## src/rtl/memory_arbiter.sv

```systemverilog
// Round-robin memory arbiter: grants one CU at a time and forwards its address/enables to memory.
// Optional grant-hold watchdog enabled by defining ARB_WATCHDOG_EN.
module memory_arbiter #(
    parameter int unsigned num_cu          = 4,
    parameter int unsigned num_cu_log      = 2,
    parameter int unsigned memory_size_log = 10,
    parameter int unsigned max_hold        = 64
) (
    input  logic                                i_Clock,
    input  logic                                i_Reset_n,
    input  logic [num_cu-1:0]                   i_Grant_Request,
    input  logic [num_cu*memory_size_log-1:0]   i_Memory_Address,
    input  logic [num_cu-1:0]                   i_Memory_Write_Enable,
    input  logic [num_cu-1:0]                   i_Memory_Read_Enable,
    output logic [num_cu-1:0]                   o_Grant,
    output logic                                o_Grant_Valid,
    output logic [num_cu_log-1:0]               o_Grant_Index,
    output logic [memory_size_log-1:0]          o_Memory_Address,
    output logic                                o_Memory_Write_Enable,
    output logic                                o_Memory_Read_Enable,
    output logic                                o_Timeout
);

    typedef enum logic [1:0] {
        s_Idle,
        s_Granted,
        s_Release
    } state_t;

    // Elaboration guard: the grant index must be able to address every CU.
    if ((num_cu > (1 << num_cu_log)) || (max_hold == 0)) begin : g_bad_params
        $error("memory_arbiter: inconsistent num_cu/num_cu_log/max_hold");
    end

    state_t                  r_State;
    state_t                  w_Next_State;
    logic [num_cu_log-1:0]   r_Last_Granted;
    logic [num_cu_log-1:0]   w_Next_Last;
    logic [num_cu-1:0]       w_Next_Grant;
    logic                    w_Next_Valid;
    logic [num_cu_log-1:0]   w_Next_Index;
    logic [num_cu-1:0]       w_Eligible;
    logic [num_cu_log-1:0]   w_Candidate;
    logic [num_cu_log-1:0]   w_Winner;
    logic                    w_Found;

`ifdef ARB_WATCHDOG_EN
    localparam int unsigned CNT_W = $clog2(max_hold + 1);

    logic [CNT_W-1:0]        r_Hold_Count;
    logic [CNT_W-1:0]        w_Next_Count;
    logic [num_cu-1:0]       r_Mask;
    logic [num_cu-1:0]       w_Next_Mask;
    logic                    w_Next_Timeout;

    // A CU released by the watchdog stays ineligible until it drops its request.
    assign w_Eligible = i_Grant_Request & ~r_Mask;
`else
    assign w_Eligible = i_Grant_Request;
    assign o_Timeout  = 1'b0;
`endif

    // Round-robin search starting just after the last granted CU.
    always_comb begin
        w_Found     = 1'b0;
        w_Winner    = '0;
        w_Candidate = '0;
        for (int unsigned i = 0; i < num_cu; i++) begin
            w_Candidate = num_cu_log'((32'(r_Last_Granted) + 1 + i) % num_cu);
            if (!w_Found && w_Eligible[w_Candidate]) begin
                w_Found  = 1'b1;
                w_Winner = w_Candidate;
            end
        end
    end

    // Next-state and next-output logic.
    always_comb begin
        w_Next_State = r_State;
        w_Next_Grant = o_Grant;
        w_Next_Valid = o_Grant_Valid;
        w_Next_Index = o_Grant_Index;
        w_Next_Last  = r_Last_Granted;
`ifdef ARB_WATCHDOG_EN
        w_Next_Count   = '0;
        w_Next_Mask    = r_Mask & i_Grant_Request;
        w_Next_Timeout = 1'b0;
`endif
        case (r_State)
            s_Idle: begin
                if (w_Found) begin
                    w_Next_State = s_Granted;
                    w_Next_Grant = num_cu'(1) << w_Winner;
                    w_Next_Valid = 1'b1;
                    w_Next_Index = w_Winner;
                    w_Next_Last  = w_Winner;
                end
            end
            s_Granted: begin
                if (!(|(i_Grant_Request & o_Grant))) begin
                    w_Next_State = s_Release;
                    w_Next_Grant = '0;
                    w_Next_Valid = 1'b0;
                    w_Next_Index = '0;
                end
`ifdef ARB_WATCHDOG_EN
                else if (r_Hold_Count == CNT_W'(max_hold - 1)) begin
                    w_Next_State   = s_Release;
                    w_Next_Grant   = '0;
                    w_Next_Valid   = 1'b0;
                    w_Next_Index   = '0;
                    w_Next_Timeout = 1'b1;
                    w_Next_Mask    = (r_Mask & i_Grant_Request) | o_Grant;
                end
                else begin
                    w_Next_Count = r_Hold_Count + CNT_W'(1);
                end
`endif
            end
            s_Release: begin
                w_Next_State = s_Idle;
            end
            default: begin
                w_Next_State = s_Idle;
                w_Next_Grant = '0;
                w_Next_Valid = 1'b0;
                w_Next_Index = '0;
            end
        endcase
    end

    // State and registered outputs.
    always_ff @(posedge i_Clock) begin
        if (!i_Reset_n) begin
            r_State        <= s_Idle;
            o_Grant        <= '0;
            o_Grant_Valid  <= 1'b0;
            o_Grant_Index  <= '0;
            r_Last_Granted <= num_cu_log'(num_cu - 1);
        end else begin
            r_State        <= w_Next_State;
            o_Grant        <= w_Next_Grant;
            o_Grant_Valid  <= w_Next_Valid;
            o_Grant_Index  <= w_Next_Index;
            r_Last_Granted <= w_Next_Last;
        end
    end

`ifdef ARB_WATCHDOG_EN
    always_ff @(posedge i_Clock) begin
        if (!i_Reset_n) begin
            r_Hold_Count <= '0;
            r_Mask       <= '0;
            o_Timeout    <= 1'b0;
        end else begin
            r_Hold_Count <= w_Next_Count;
            r_Mask       <= w_Next_Mask;
            o_Timeout    <= w_Next_Timeout;
        end
    end
`endif

    // Memory-side mux: only the granted CU's signals pass through.
    always_comb begin
        o_Memory_Address      = '0;
        o_Memory_Write_Enable = 1'b0;
        o_Memory_Read_Enable  = 1'b0;
        for (int unsigned i = 0; i < num_cu; i++) begin
            if (o_Grant_Valid && o_Grant[i]) begin
                o_Memory_Address      = i_Memory_Address[i*memory_size_log +: memory_size_log];
                o_Memory_Write_Enable = i_Memory_Write_Enable[i];
                o_Memory_Read_Enable  = i_Memory_Read_Enable[i];
            end
        end
    end

endmodule

```

## config.mk

```make
export PLATFORM = sky130hd
export DESIGN_NAME = memory_arbiter
export DESIGN_NICKNAME = d
export VERILOG_FILES = /design/src/rtl/memory_arbiter.sv
export SDC_FILE = /design/constraint.sdc
export NUM_CORES = 1
export LEC_CHECK = 0
export BUFFER_PORTS_ARGS = -buffer_cell sky130_fd_sc_hd__buf_2
export CORE_AREA = 4 4 68 57
export CTS_BUF_LIST = sky130_fd_sc_hd__clkbuf_16
export DETAILED_ROUTE_END_ITERATION = 7
export DIE_AREA = 0 0 72 61
export GPL_TIMING_DRIVEN = 1
export PLACE_DENSITY = 0.69
export RECOVER_POWER = 25
export SLEW_MARGIN = 20
export SYNTH_ARGS = -nofsm -noshare
export SYNTH_HDL_FRONTEND = slang
export SYNTH_SLANG_ARGS = --single-unit
```

## constraint.sdc

```tcl
create_clock -name i_Clock -period 1.5 [get_ports i_Clock]
set_input_delay 0.225 -clock i_Clock [delete_from_list [all_inputs] [get_ports i_Clock]]
set_output_delay 0.225 -clock i_Clock [all_outputs]
set_load 0.01 [all_outputs]
```

Word-level counts from Yosys, hierarchy flattened:

Cells that the tools add are included.

* $add $sub $neg: 4
* equality and inequality tests: 4
* muxes and demuxes: 40
* bitwise operators: 2
* reduce and logical (&&, ||, !) cells: 15
* $lt $le $gt $ge: 4
* shift-type cells: 1

Operators by type and width (number)
* 10-bit two-way mux: 4
* 1-bit two-way mux: 18
* 2-bit two-way mux: 8
* 2-bit by 3-bit less-than comparator with 1-bit output, second input constant: 4
* 4-bit case mux with 3 select lines: 1
* 1-bit binary-select mux with 2-bit select: 4
* 4-bit two-way mux: 2
* 1-bit logical AND: 7
* 2-bit case mux with 3 select lines: 1
* 2-bit by 1-bit adder with 2-bit output, second input constant: 2
* 2-bit adder, second input constant: 2
* 4-bit AND: 1
* 2-bit != test, second input constant: 2
* 2-bit case mux with 2 select lines: 1
* 2-bit AND reduction: 2
* 4-bit OR reduction: 1
* 1-bit by 2-bit << shifter with 4-bit output, first input constant: 1
* 1-bit logical NOT: 3
* 1-bit case mux with 3 select lines: 1
* 3-bit AND reduction: 1
* 2-bit by 1-bit equality test with 1-bit output, second input constant: 1
* 2-bit equality test, second input constant: 1
* 2-bit logical NOT: 1
* 1-bit inverter: 1

* flip-flop bits (word level): 11
* logic and storage cells: 75
* input port bits: 54
* output and inout port bits: 20

Logic depth before layout (Yosys ltp):

* word-level depth: 16
* mapped depth: 5
* mapped depth without buffers: 4

Worst setup path before layout:

OpenSTA, ideal clock, no wires.

* path kind: reg-to-output
* start point: register o_Grant[0]
* end point: output o_Memory_Address[0]
* data required time: 1.275 ns
* path slack: 0.118 ns
* arrival: 1.157 ns
* stages on the path, launching flop included: 6
* path buffers: 1
* cells stage by stage: dfxtp_1 > nor2b_1 > buf_2 > a22oi_1 > o21ai_1 > a22o_1

* word-level cells in the longest chain between the ends: 5

Ends and longest elaborated chain
* from (decl): line 15 `output logic [num_cu-1:0] o_Grant,`
* from (signal assigned): line 142 `o_Grant <= w_Next_Grant;`
* 1-bit logical AND: line 169 `if (o_Grant_Valid && o_Grant[i]) begin`
* 10-bit two-way mux (4 in a row): line 169
* to (decl): line 18 `output logic [memory_size_log-1:0] o_Memory_Address,`

No other way between the ends.

Worst setup path after layout:

* start point: register o_Grant[0]
* end point: output o_Memory_Read_Enable

* word-level cells in the longest chain between the ends: 5

Ends and longest elaborated chain
* 1-bit logical AND: line 169
* 1-bit two-way mux (4 in a row): line 169
* to (decl): line 20 `output logic o_Memory_Read_Enable,`

No other way between the ends.

==> impl_table.tex <==
\begin{tabular}{lr}
\hline
Metric & Value \\
\hline
\multicolumn{2}{l}{\textbf{Flow run}} \\
\quad Number of maximum-capacitance constraint violations & 0 \\
\multicolumn{2}{l}{\textbf{Logic synthesis}} \\
\quad Post-synthesis share of cell area spent on full adders, half adders and majority gates & 0\% \\
\quad Combined area of all synthesized cells & 928 sq um \\
\quad Cells after synthesis & 118 \\
\quad Post-synthesis mux area share & 1.08\% \\
\quad Share of synthesized flip-flops with an asynchronous set or reset & 0\% \\
\quad Top flip-flop cell by instance count after synthesis & dfxtp\_1 \\
\quad Sequential fraction of the synthesis area & 23.7\% \\
\quad Library cell occupying the most area in the post-synthesis netlist & dfxtp\_1 \\
\quad Cell types with the largest area share after synthesis & dfxtp\_1, a22o\_1, a22oi\_1 \\
\quad Main combinational cell family by area after synthesis & compound AO/OA/AOI/OAI gates \\
\quad Post-synth EDFFs & 0 \\
\quad Basic-gate share of the synthesized area counting and, or, nand and nor cells & 21.3\% \\
\quad Yosys Warn Count & 0 \\
\quad Flop and latch count out of synthesis & 11 \\
\quad Fraction of synthesized cell area in xor and xnor cells & 0\% \\
\quad Share of the synthesized area in the top cell type & 23.7\% \\
\quad Compound-cell area share of the yosys netlist & 47.2\% \\
\quad Average instance area after synthesis & 7.87 sq um \\
\quad Netlist cell types & 37 \\
\quad Post-Synthesis Net Count & 172 \\
\multicolumn{2}{l}{\textbf{STA}} \\
\quad Final setup TNS & -0.536 ns \\
\quad Highest clock frequency the design can meet & 639 MHz \\
\quad Slew Limit Fails & 0 \\
\quad Worst slack on hold paths & 0.306 ns \\
\quad Min cycle time layout & 1.56 ns \\
\quad Final setup margin & -0.0645 ns \\
\quad Post-route clock period utilization & 104\% \\
\quad Number of endpoints failing setup at the final stage & 12 \\
\quad Unrepaired setup endpoints after global routing & yes \\
\quad Worst clock skew & 0.00285 ns \\
\quad Number of hold-slack violations in the final timing report & 0 \\
\multicolumn{2}{l}{\textbf{Global routing}} \\
\quad Total grt overflow & 0 \\
\quad Gr usage total & 14.0\% \\
\quad Via count of the first global-routing pass & 1111 \\
\quad Maximum number of pins on one net before global-route repair & 27 \\
\quad Wire length of the first global-routing pass & 4940 um \\
\quad Number of antenna violations at the first check in global routing & 0 \\
\multicolumn{2}{l}{\textbf{CTS}} \\
\quad Sinks on the clock net & 11 \\
\quad Clock input transition at the sequential cells of the worst setup and hold paths & 0.04 ns \\
\quad Clock latency at the later pin of the worst-skew pair & 0.23 ns \\
\quad Max Buffers Root-to-Sink & 2 \\
\quad CTS Buf Count & 3 \\
\quad Clk root buf & clkbuf\_16 \\
\quad Number of levels in the clock H-tree & 1 \\
\quad CTS tree & built \\
\quad Count of hold-fix buffers inserted at cts & 0 \\
\multicolumn{2}{l}{\textbf{Worst setup path}} \\
\quad Worst flop-to-flop path endpoint & o\_Grant[0] \\
\quad Buffers and inverters on the worst path & 1 \\
\quad Critical Path Max Stage Delay & 0.34 ns \\
\quad Launch point of the critical path & o\_Grant[0] \\
\quad Crit-path leading delay family & compound AO/OA/AOI/OAI gates \\
\quad Critical Path Source Type & flip-flop \\
\quad Maximum fanout encountered on the critical timing path & 6 \\
\quad Critical setup path kind & reg2out \\
\quad Cell count of the worst reg-to-reg path & 5 \\
\quad Worst path slowest cell & dfxtp\_2 \\
\quad Reg2reg start & o\_Grant[1] \\
\quad Cell breakdown of the critical path & nor2b\_4 > a22oi\_1 > o21ai\_1 > a22o\_1 > buf\_2 \\
\quad Register-to-register path setup slack & 0.09 ns \\
\quad Required time reported for the critical path endpoint & 1.27 ns \\
\quad Signal arrival time at the worst endpoint & 1.34 ns \\
\quad CP Capture Type & output pin \\
\multicolumn{2}{l}{\textbf{Power}} \\
\quad Static leakage & 0.000719 uW \\
\quad Power per unit of standard cell area & 964 nW/um\^{}2 \\
\quad Worst-case vdd ir drop & 0.650 mV \\
\multicolumn{2}{l}{\textbf{Cells and area}} \\
\quad Proportion of layout cells with a drive suffix above 1 & 54.2\% \\
\quad Post-layout net count & 247 \\
\quad Area grow syn2layout & 65.0\% \\
\quad Storage cell area & 225 sq um \\
\quad Diode count & 0 \\
\quad Area of combinational cells with multiple inputs & 738 sq um \\
\quad Final cell count without fillers & 232 \\
\quad Fill cell total of the finished layout & 331 \\
\multicolumn{2}{l}{\textbf{Floorplan}} \\
\quad Initial cell density of the core & 29.9\% \\
\quad Overall die width & 72 um \\
\quad Die area & 4390 sq um \\
\quad Die Ht & 61 um \\
\quad Number of I/O pins & 74 \\
\quad Row Count & 18 \\
\quad Core region area & 3110 sq um \\
\multicolumn{2}{l}{\textbf{Drt}} \\
\quad Number of design rule violations left after detail routing & 0 \\
\quad Number of iterations in the first detailed-routing pass & 4 \\
\quad DRT Wirelength & 3400 um \\
\quad Vias after detailed routing & 1200 \\
\quad DRT antenna net count & 0 \\
\quad Violation count after the first detailed-routing iteration & 129 \\
\quad Via density per instance & 5.17 \\
\quad Routed len/inst & 14.6 um \\
\multicolumn{2}{l}{\textbf{Hold path}} \\
\quad Worst hold path stage count & 2 \\
\quad Worst Hold Endpoint & o\_Grant\_Index[1] \\
\quad Type of the most critical hold path & in2reg \\
\quad Launch point of the worst hold path & i\_Reset\_n \\
\multicolumn{2}{l}{\textbf{Placement}} \\
\quad Number of instances in the placed design & 226 \\
\quad Last weighted congestion value of the routability-driven placer & 0.825 \\
\quad Number of buffer cells added on primary ports & 72 \\
\quad Pre-CTS setup slack & -0.279 ns \\
\quad HPWL after DPL & 2670 um \\
\multicolumn{2}{l}{\textbf{Status}} \\
\quad Outcome & complete, but fails checks \\
\quad Violations in the final reports & setup timing \\
\hline
\end{tabular}
-- Yosys cell counts (2+ instances only) --
master,number
a211o_1,2
a22oi_1,14
buf_4,2
clkbuf_1,5
nor2_1,4
a31oi_1,2
a22o_1,15
buf_2,2
nor2b_1,4
nor3_1,2
o21ai_1,13
a32o_1,2
nand2_1,14
and2_1,2
dfxtp_1,11
inv_1,3
-- state kept, by name, summed over array words and instances, names as in the netlist --
| name | flops |
|---|---|
| o_Grant | 4 |
| r_Last_Granted | 2 |
| r_State | 2 |
| o_Grant_Valid | 1 |
| o_Grant_Index | 2 |
-- where the power goes --
group	switching [uW]	internal [uW]	total [uW]	leakage, uW
Sequential	59.6	342	401	0.0000918
Clock	121	349	469	0.0000423
Combinational	308	297	606	0.000585
-- per-stage QoR --
step                      total power, uW  utilization (%)  area [sq um]
final                                1480             49.3          1530
after global routing                 1570             49.3          1530
after floorplan                       730                -           928
after global placement                933             43.0          1340
after CTS                            1470             48.1          1490
after detailed placement              936             43.0          1340
-- layout make-up --
type | count | share of cell area (%)
multi-input combinational | 95 | 48.2
sequential | 11 | 14.7
clock inverter | 1 | 0.245
timing repair buffer | 79 | 27.9
tap | 40 | 3.27
clock buffer | 3 | 4.90
inverter | 3 | 0.735
-- layout by cell type (no fill, tap or decap), drive strengths merged, types with 2 or more instances in the layout --
cell     n
a211o    2
o21ai   14
nor2     4
a22o    15
buf     77
nor3     2
a32o     2
a31oi    2
dfxtp   11
inv      4
and2     2
clkbuf   5
a22oi   14
nor2b    5
nand2   14
-- layer usage --
layer  global-route usage, %  wire [um]  up-vias
met3                    2.32        187        2
li1                        -          -      607
met1                    17.8       1350      557
met5                       0          0        -
met4                    3.75         19        0
met2                    24.9       1840       34
-- worst max-delay path by stage --
stage                      endpoint  cells past startpoint
2_1_floorplan   o_Memory_Address[0]                      5
3_3_place_gp    o_Memory_Address[8]                      5
4_1_cts         o_Memory_Address[5]                      5
3_5_place_dp    o_Memory_Address[8]                      5
6_report       o_Memory_Read_Enable                      5
5_1_grt         o_Memory_Address[0]                      5
-- cells by family (layout without fill, tap and decap cells) --
family,after synthesis,in the layout
simple gates,35,36
other cells,1,1
compound gates,57,57
mux,1,1
flops,11,11
buf+inv,13,86
-- timing repair --
| action | 4_1_cts | 5_1_grt |
|---|---|---|
| cloned | 2 | 0 |
| pin swaps | 0 | 8 |
| endpoints found under the setup margin | 12 | 17 |
| endpoints found under the hold margin | 0 | 0 |
| buffers inserted | 1 | 0 |
| gates resized for setup | 18 | 9 |
(Power assumes the default switching activity.)
